$ cat src/rtl/muldiv_pkg.sv
// muldiv_pkg: shared definitions for the iterative RV32M multiply/divide unit.
//   - RV32M funct3 encodings (F3_MUL .. F3_REMU)
//   - FSM state enum (IDLE, CALC, FIX, DONE)
//   - ITER: number of shift-add / restoring-subtract iterations
package muldiv_pkg;

  localparam logic [2:0] F3_MUL    = 3'b000;
  localparam logic [2:0] F3_MULH   = 3'b001;
  localparam logic [2:0] F3_MULHSU = 3'b010;
  localparam logic [2:0] F3_MULHU  = 3'b011;
  localparam logic [2:0] F3_DIV    = 3'b100;
  localparam logic [2:0] F3_DIVU   = 3'b101;
  localparam logic [2:0] F3_REM    = 3'b110;
  localparam logic [2:0] F3_REMU   = 3'b111;

  localparam int ITER = 32;

  typedef enum logic [1:0] {
    IDLE = 2'd0,
    CALC = 2'd1,
    FIX  = 2'd2,
    DONE = 2'd3
  } state_t;

endpackage

$ cat src/rtl/muldiv_iter.sv
// muldiv_iter: iterative RV32M multiply/divide unit feeding the register-file
// write port. Fixed latency of 34 cycles from the accepting edge to oDone.
// Ports:
//   iCLK, iRST          clock, asynchronous active-high reset
//   iStart              request, sampled only in IDLE
//   iFunct3             RV32M operation select
//   iRs1Data, iRs2Data  operands A and B
//   iRd                 destination register index
//   oBusy               high from the cycle after acceptance until oDone falls
//   oDone               one-cycle completion pulse, oResult valid
//   oRegWrite           oDone qualified by oRd != 0
//   oRd                 latched destination index
//   oResult             result, held until the next operation overwrites it
module muldiv_iter
  import muldiv_pkg::*;
#(
  parameter int XLEN = 32
) (
  input  logic            iCLK,
  input  logic            iRST,
  input  logic            iStart,
  input  logic [2:0]      iFunct3,
  input  logic [XLEN-1:0] iRs1Data,
  input  logic [XLEN-1:0] iRs2Data,
  input  logic [4:0]      iRd,
  output logic            oBusy,
  output logic            oDone,
  output logic            oRegWrite,
  output logic [4:0]      oRd,
  output logic [XLEN-1:0] oResult
);

  localparam logic [5:0] LAST_CNT = 6'(ITER - 1);

  state_t      state_reg, state_next;
  logic [5:0]  cnt_reg, cnt_next;
  logic [2:0]  f3_reg, f3_next;
  logic [4:0]  rd_reg, rd_next;
  logic [31:0] a_reg, a_next;        // |A|; shifted left while dividing
  logic [31:0] b_reg, b_next;        // |B|; shifted right while multiplying
  logic [63:0] acc_reg, acc_next;    // product, or {remainder, quotient}
  logic        neg_res_reg, neg_res_next;  // operand signs differ
  logic        neg_rem_reg, neg_rem_next;  // dividend negative
  logic        bzero_reg, bzero_next;
  logic        ovf_reg, ovf_next;
  logic        busy_reg, busy_next;
  logic        done_reg, done_next;
  logic        regwr_reg, regwr_next;
  logic [31:0] result_reg, result_next;

  // Operand conditioning at acceptance
  logic        a_signed, b_signed, sa, sb;
  logic [31:0] a_mag, b_mag;

  always_comb begin
    a_signed = !(iFunct3 == F3_MULHU || iFunct3 == F3_DIVU || iFunct3 == F3_REMU);
    b_signed = (iFunct3 == F3_MUL || iFunct3 == F3_MULH ||
                iFunct3 == F3_DIV || iFunct3 == F3_REM);
    sa       = a_signed & iRs1Data[31];
    sb       = b_signed & iRs2Data[31];
    a_mag    = sa ? (32'd0 - iRs1Data) : iRs1Data;
    b_mag    = sb ? (32'd0 - iRs2Data) : iRs2Data;
  end

  // One iteration of each datapath. The multiplier shifts the product right
  // so only a 32-bit adder is needed; the divider shifts the dividend in MSB
  // first and keeps the partial remainder in the upper half.
  logic [32:0] mul_sum;
  logic [32:0] div_shift;
  logic [32:0] div_diff;
  logic        div_ge;

  always_comb begin
    mul_sum   = {1'b0, acc_reg[63:32]} + (b_reg[0] ? {1'b0, a_reg} : 33'd0);
    div_shift = {acc_reg[63:32], a_reg[31]};
    div_ge    = (div_shift >= {1'b0, b_reg});
    div_diff  = div_shift - {1'b0, b_reg};
  end

  // Sign correction and result selection
  logic [63:0] prod_fix;
  logic [31:0] quo_fix, rem_fix, fix_result;

  always_comb begin
    prod_fix = neg_res_reg ? (64'd0 - acc_reg) : acc_reg;
    if (bzero_reg)
      quo_fix = 32'hFFFF_FFFF;
    else if (ovf_reg)
      quo_fix = 32'h8000_0000;
    else
      quo_fix = neg_res_reg ? (32'd0 - acc_reg[31:0]) : acc_reg[31:0];
    // On divide by zero the remainder magnitude is |A|, so restoring the
    // dividend's sign returns A unmodified.
    if (ovf_reg)
      rem_fix = 32'd0;
    else
      rem_fix = neg_rem_reg ? (32'd0 - acc_reg[63:32]) : acc_reg[63:32];
    case (f3_reg)
      F3_MUL:                        fix_result = prod_fix[31:0];
      F3_MULH, F3_MULHSU, F3_MULHU:  fix_result = prod_fix[63:32];
      F3_DIV, F3_DIVU:               fix_result = quo_fix;
      default:                       fix_result = rem_fix;
    endcase
  end

  // Next-state logic
  always_comb begin
    state_next   = state_reg;
    cnt_next     = cnt_reg;
    f3_next      = f3_reg;
    rd_next      = rd_reg;
    a_next       = a_reg;
    b_next       = b_reg;
    acc_next     = acc_reg;
    neg_res_next = neg_res_reg;
    neg_rem_next = neg_rem_reg;
    bzero_next   = bzero_reg;
    ovf_next     = ovf_reg;
    busy_next    = busy_reg;
    done_next    = 1'b0;
    regwr_next   = 1'b0;
    result_next  = result_reg;

    // Busy falls with oDone unless a new operation is accepted the same edge.
    if (done_reg)
      busy_next = 1'b0;

    case (state_reg)
      IDLE: begin
        if (iStart) begin
          f3_next      = iFunct3;
          rd_next      = iRd;
          a_next       = a_mag;
          b_next       = b_mag;
          acc_next     = 64'd0;
          cnt_next     = 6'd0;
          neg_res_next = sa ^ sb;
          neg_rem_next = sa;
          bzero_next   = (iRs2Data == 32'd0);
          ovf_next     = iFunct3[2] & a_signed & b_signed &
                         (iRs1Data == 32'h8000_0000) & (iRs2Data == 32'hFFFF_FFFF);
          busy_next    = 1'b1;
          state_next   = CALC;
        end
      end
      CALC: begin
        if (f3_reg[2]) begin
          acc_next = {(div_ge ? div_diff[31:0] : div_shift[31:0]),
                      acc_reg[30:0], div_ge};
          a_next   = {a_reg[30:0], 1'b0};
        end else begin
          acc_next = {mul_sum, acc_reg[31:1]};
          b_next   = {1'b0, b_reg[31:1]};
        end
        cnt_next = cnt_reg + 6'd1;
        if (cnt_reg == LAST_CNT)
          state_next = FIX;
      end
      FIX: begin
        result_next = fix_result;
        state_next  = DONE;
      end
      DONE: begin
        done_next  = 1'b1;
        regwr_next = (rd_reg != 5'd0);
        state_next = IDLE;
      end
      default: state_next = IDLE;
    endcase
  end

  always_ff @(posedge iCLK or posedge iRST) begin
    if (iRST) begin
      state_reg   <= IDLE;
      cnt_reg     <= 6'd0;
      f3_reg      <= 3'd0;
      rd_reg      <= 5'd0;
      a_reg       <= 32'd0;
      b_reg       <= 32'd0;
      acc_reg     <= 64'd0;
      neg_res_reg <= 1'b0;
      neg_rem_reg <= 1'b0;
      bzero_reg   <= 1'b0;
      ovf_reg     <= 1'b0;
      busy_reg    <= 1'b0;
      done_reg    <= 1'b0;
      regwr_reg   <= 1'b0;
      result_reg  <= 32'd0;
    end else begin
      state_reg   <= state_next;
      cnt_reg     <= cnt_next;
      f3_reg      <= f3_next;
      rd_reg      <= rd_next;
      a_reg       <= a_next;
      b_reg       <= b_next;
      acc_reg     <= acc_next;
      neg_res_reg <= neg_res_next;
      neg_rem_reg <= neg_rem_next;
      bzero_reg   <= bzero_next;
      ovf_reg     <= ovf_next;
      busy_reg    <= busy_next;
      done_reg    <= done_next;
      regwr_reg   <= regwr_next;
      result_reg  <= result_next;
    end
  end

  assign oBusy     = busy_reg;
  assign oDone     = done_reg;
  assign oRegWrite = regwr_reg;
  assign oRd       = rd_reg;
  assign oResult   = result_reg;

endmodule
$ cat config.mk
export PLATFORM = sky130hd
export DESIGN_NAME = muldiv_iter
export DESIGN_NICKNAME = d
export VERILOG_FILES = /design/src/rtl/muldiv_pkg.sv /design/src/rtl/muldiv_iter.sv
export SDC_FILE = /design/constraint.sdc
export NUM_CORES = 1
export LEC_CHECK = 0
export BUFFER_PORTS_ARGS = -buffer_cell sky130_fd_sc_hd__clkbuf_2
export CORE_UTILIZATION = 41
export DETAILED_ROUTE_END_ITERATION = 10
export PLACE_DENSITY = 0.65
export SETUP_SLACK_MARGIN = 0.02
export SYNTH_ARGS = -nofsm -noshare
export SYNTH_HDL_FRONTEND = slang
export SYNTH_SLANG_ARGS = --single-unit
$ cat constraint.sdc
create_clock -name iCLK -period 6.85 [get_ports iCLK]
set_input_delay 0.3425 -clock iCLK [delete_from_list [all_inputs] [get_ports iCLK]]
set_output_delay 0.3425 -clock iCLK [all_outputs]
set_load 0.005 [all_outputs]
## Yosys cells after proc, flatten, opt, wreduce, memory -nomap -nowiden

Index checks and enable logic that the tools add are counted.
W data, S select, Z words.

- Output and inout port bits: 40
- Register bits after elaboration: 183
- Input bits: 75
- Logic and storage cells: 101

- Multiplexer cells: 30
- Reduce and logical (&&, ||, !) cells: 19
- Equality and inequality tests: 21
- Bitwise operators: 7
- $lt $le $gt $ge: 1
- Add/sub/neg operators: 8

Operators by type and width:

| operator | count |
|---|---|
| $mux W32 | 13 |
| $mux W64 | 3 |
| $pmux W32 S2 | 2 |
| $pmux W64 S2 | 1 |
| $sub A1 B32 Y32 const A | 4 |
| $pmux W32 S3 | 1 |
| $eq A32 B32 Y1 const B | 2 |
| $sub A1 B64 Y64 const A | 1 |
| $add A32 B32 Y33 | 1 |
| $ge A33 B32 Y1 | 1 |
| $logic_not A32 Y1 | 1 |
| $sub A32 B32 Y32 | 1 |
| $eq A3 B3 Y1 const B | 6 |
| $pmux W6 S2 | 1 |
| $eq A3 B2 Y1 const B | 3 |
| $ne A2 B2 Y1 const B | 4 |
| $pmux W2 S4 | 1 |
| $add A6 B1 Y6 const B | 1 |
| $and A1 B1 Y1 | 6 |
| $eq A3 B1 Y1 const B | 2 |
| $eq A6 B5 Y1 const B | 1 |
| $logic_not A3 Y1 | 2 |
| $mux W6 | 1 |
| $reduce_and A2 Y1 | 3 |
| other kinds (13) | 24 |

## Depth between registers and ports, before layout

- Word-level depth: 8
- Gate-level depth with buffers: 15
- Gate-level depth less buffers: 14

## Worst setup path before layout

Ideal clock, no wire load.

- Kind: reg2reg
- Start: register b_reg[0]
- End: register acc_reg[61]
- Data arrival time: 3,277 ps
- Stages on the path, launching flop included: 14
- Library setup time: 137 ps
- Buffers on the path: 1
- Slack: 3,436 ps
- Required time: 6,713 ps
- Clock period less this slack: 3,414 ps
- Path through: dfrtp_1 -> clkbuf_1 -> and2_1 -> ha_1 -> a21o_1 -> a31o_2 -> a211oi_1 -> a21oi_1 -> a2111oi_0 -> a21oi_1 -> a31oi_1 -> a211oi_1 -> nor3_1 -> o211ai_1

- Cells in the longest elaborated chain, start to end: 4
- Elaborated cells between the ends (all ways): 7
- Classes of those cells: 2 x add/sub; 1 x order compare; 4 x mux

Ends and longest elaborated chain:

| item | RTL line | RTL |
|---|---|---|
| from (decl) | muldiv_iter.sv:40 | `logic [31:0] b_reg, b_next;` |
| from (signal assigned) | muldiv_iter.sv:195 | `b_reg <= b_next;` |
| $mux W32, or another cell as far along | muldiv_iter.sv:74 | `mul_sum = {1'b0, acc_reg[63:32]} + (b_reg[0] ? {1'b0, a_reg} : 33'd0);` |
| $add A32 B32 Y33 or $mux W32 (tied branches) | muldiv_iter.sv:74, muldiv_iter.sv:148 |  |
| $mux W64 * | muldiv_iter.sv:147 | `if (f3_reg[2]) begin` |
| $pmux W64 S2 * | muldiv_iter.sv:128 | `case (state_reg)` |
| to (signal assigned) | muldiv_iter.sv:196 | `acc_reg <= acc_next;` |
| to (decl) | muldiv_iter.sv:41 | `logic [63:0] acc_reg, acc_next;` |

Every way passes the cells marked *; elsewhere a longest branch is shown, timed or not.
A chain may end at the register's enable or synchronous reset.

## Worst setup path after layout

Same ends and word-level chain as after synthesis.

==> reports/metrics.yaml <==
place:
  place_inst: 2476
  port_buffers: 114
  dp_hpwl_um: 36300
  dpl_cell_area_um2: 16400
  gp_congestion: 0.983
  post-place-ws_ns: 2.45
clocking:
  cts_buffers: 17
  htreeDepth: 4
  clock_path_buffers: 2
  clock-sinks: 183
  root_buffer: "clkbuf_16"
  clk_pin_slew_worst_paths_ns: 0.08
  cts_tree: "yes"
  clkLatencyLatePin_ns: 0.48
global_routing:
  grt_pass1_wl_um: 78100
  gr-total-overflow: 0
  grt_pass1_vias: 13732
  antenna_found_initial: 3
  grt_util_all_layers_pct: 26.0
  grt_max_degree: 93
cells_and_area:
  final_cell_mix: "193 x nor2_1, 191 x nand2_1, 189 x o21ai_0, 181 x dfrtp_1, 166 x a21oi_1"
  area_growth_pct: 9.41
  final_common_cell: "nor2_1"
  ff_latch_area_um2: 4580
  utilization_pct: 45.4
  final_nets: 2138
  final_area_um2: 17000
  multi_input_area_um2: 10200
  drive_above_1_share_pct: 10.1
  largest_reg_flops: 64
  fill_cells: 3789
  fin_cells: 2510
setup_path:
  path_delay_family: "compound AO/OA/AOI/OAI gates"
  worst-path-max-fanout: 34
  critPathMaxStageDelay_ns: 1.01
  crit_slowest_cell: "dfrtp_1"
  crit_arrival_ns: 4.87
  rr_worst_depth: 12
  endpoint_kind: "flip-flop"
  critPathLaunchType: "flip-flop"
  path_cells: "and2_1 > ha_1 > a21o_1 > a31o_2 > a211oi_1 > a21oi_1 > a2111oi_0 > a21oi_1 > a31oi_1 > a211oi_1 > nor3_1 > o211ai_1"
  cp.required_ns: 7.18
  cp.depth: 12
  crit_type: "reg2reg"
  path_buf_inv: 0
pwr:
  p_leak_nw: 7.54
  p_per_area_nw_per_um2: 470
  ir_worst_vdd_mv: 0.372
  finalPower_mw: 8.01
detailed_routing:
  vias_per_cell: 5.90
  ant_nets: 0
  avgRoutedWirePerCell_um: 19.8
  num_vias: 14814
  drt-initial-drc-count: 1179
  routed_wl_um: 49800
  drc: 0
  firstDrtPassIters: 6
floorplanning:
  io_pins: 115
  start_util_pct: 41.5
  core_um2: 37500
  dieArea_um2: 38800
  dieHeight_um: 197
  rows: 71
  die_x_um: 197
sta:
  setup_viol: 0
  fmax_ghz: 0.221
  fin_setup_tns_ns: 0
  slew_violations: 0
  finClkSkew_ns: 0.0116
  fin_crit_ns: 4.53
  rsz0062_at_grt: "false"
  timing.hold.ws_ns: 0.0969
  hold_viol_final: 0
  tightest_slew_ns: 1.19
  setup_ws_ns: 2.32
  period_share_pct: 66.1
  relSlewSlack_pct: 20.5
synth:
  synth_edf_count: 0
  syn_nets: 2121
  yosys_warnings: 0
  syn_area_um2: 15600
  synth-main-ff-cell: "dfrtp_1"
  synth_area_per_cell_um2: 7.91
  synth_cells: 1968
  ys_seq_area_share_pct: 29.4
  async_reset_ff_share_pct: 100
  synth_seq_cells: 183
  yosysUniqueCellTypes: 72
status:
  status: "finished, final reports clean"
hold_path:
  holdPathStages: 2
  hp-class: "in2reg"
run:
  drv_cap: 0
-- cell usage after synthesis, types with 27 or more instances --
library cell | instances | area share (%)
nand2_1 | 191 | 4.6
nor2_1 | 194 | 4.7
xnor2_1 | 72 | 4.1
xor2_1 | 120 | 6.8
a22o_1 | 34 | 1.9
inv_1 | 70 | 1.7
nand3_1 | 28 | 0.90
ha_1 | 76 | 6.1
clkbuf_1 | 117 | 2.8
o31ai_1 | 29 | 1.4
o21ai_0 | 190 | 6.1
nor3_1 | 38 | 1.2
mux2i_1 | 53 | 3.4
or3_1 | 27 | 1.1
dfrtp_1 | 183 | 29
and2_1 | 36 | 1.4
a21oi_1 | 166 | 5.3
-- cells by family after synthesis --
group,share of synthesized area [%]
compound gates,25.2
xor+xnor,10.8
fa+ha+maj,6.36
buf+inv,5.02
flops,29.4
mux,4.28
simple gates,18.9
-- repair_timing --
item                                    in CTS  in global routing
endpoints found under the setup margin       0                  0
hold endpoints to repair                    72                  0
hold buffers                                 1                  0
setup buffers                                0                  0
resized for setup                            0                  0
-- worst paths after layout --
kind / startpoint / to / slack (ns)
setup reg to reg: b_reg[0] / acc_reg[61] / 2.32
setup / recovery: b_reg[0] / acc_reg[61] / 2.32
hold reg to reg: oDone / oBusy / 0.45
hold / removal: iRd[2] / oRd[2] / 0.1
min in group asynchronous: iRST / acc_reg[9] / 0.49
max in group asynchronous: iRST / neg_res_reg / 5.15
-- per-layer routing --
layer  track usage (%)  wire length (um)  vias to the layer above
li1                  -                 -                     7103
met1              35.3             22300                     7100
met2              39.3             22000                      504
met3              5.78              3550                      103
met4              11.9              1910                        4
met5                 0                30                        -
-- area by class of cell --
| type | count | share of cell area (%) |
|---|---|---|
| Antenna cell | 1 | 0.0147 |
| Clock buffer | 17 | 2.50 |
| Timing Repair Buffer | 134 | 4.25 |
| Inverter | 70 | 1.59 |
| Multi-Input combinational cell | 1579 | 60.1 |
| Tap cell | 511 | 3.75 |
| Clock inverter | 15 | 0.925 |
| Sequential cell | 183 | 26.9 |
-- where the power goes --
| group | internal (mW) | total, mW | switching [mW] |
|---|---|---|---|
| clock | 0.488 | 1.01 | 0.525 |
| sequential | 1.48 | 2.03 | 0.545 |
| combinational | 1.86 | 4.97 | 3.11 |
No activity file was read; power rests on OpenSTA's default activity.
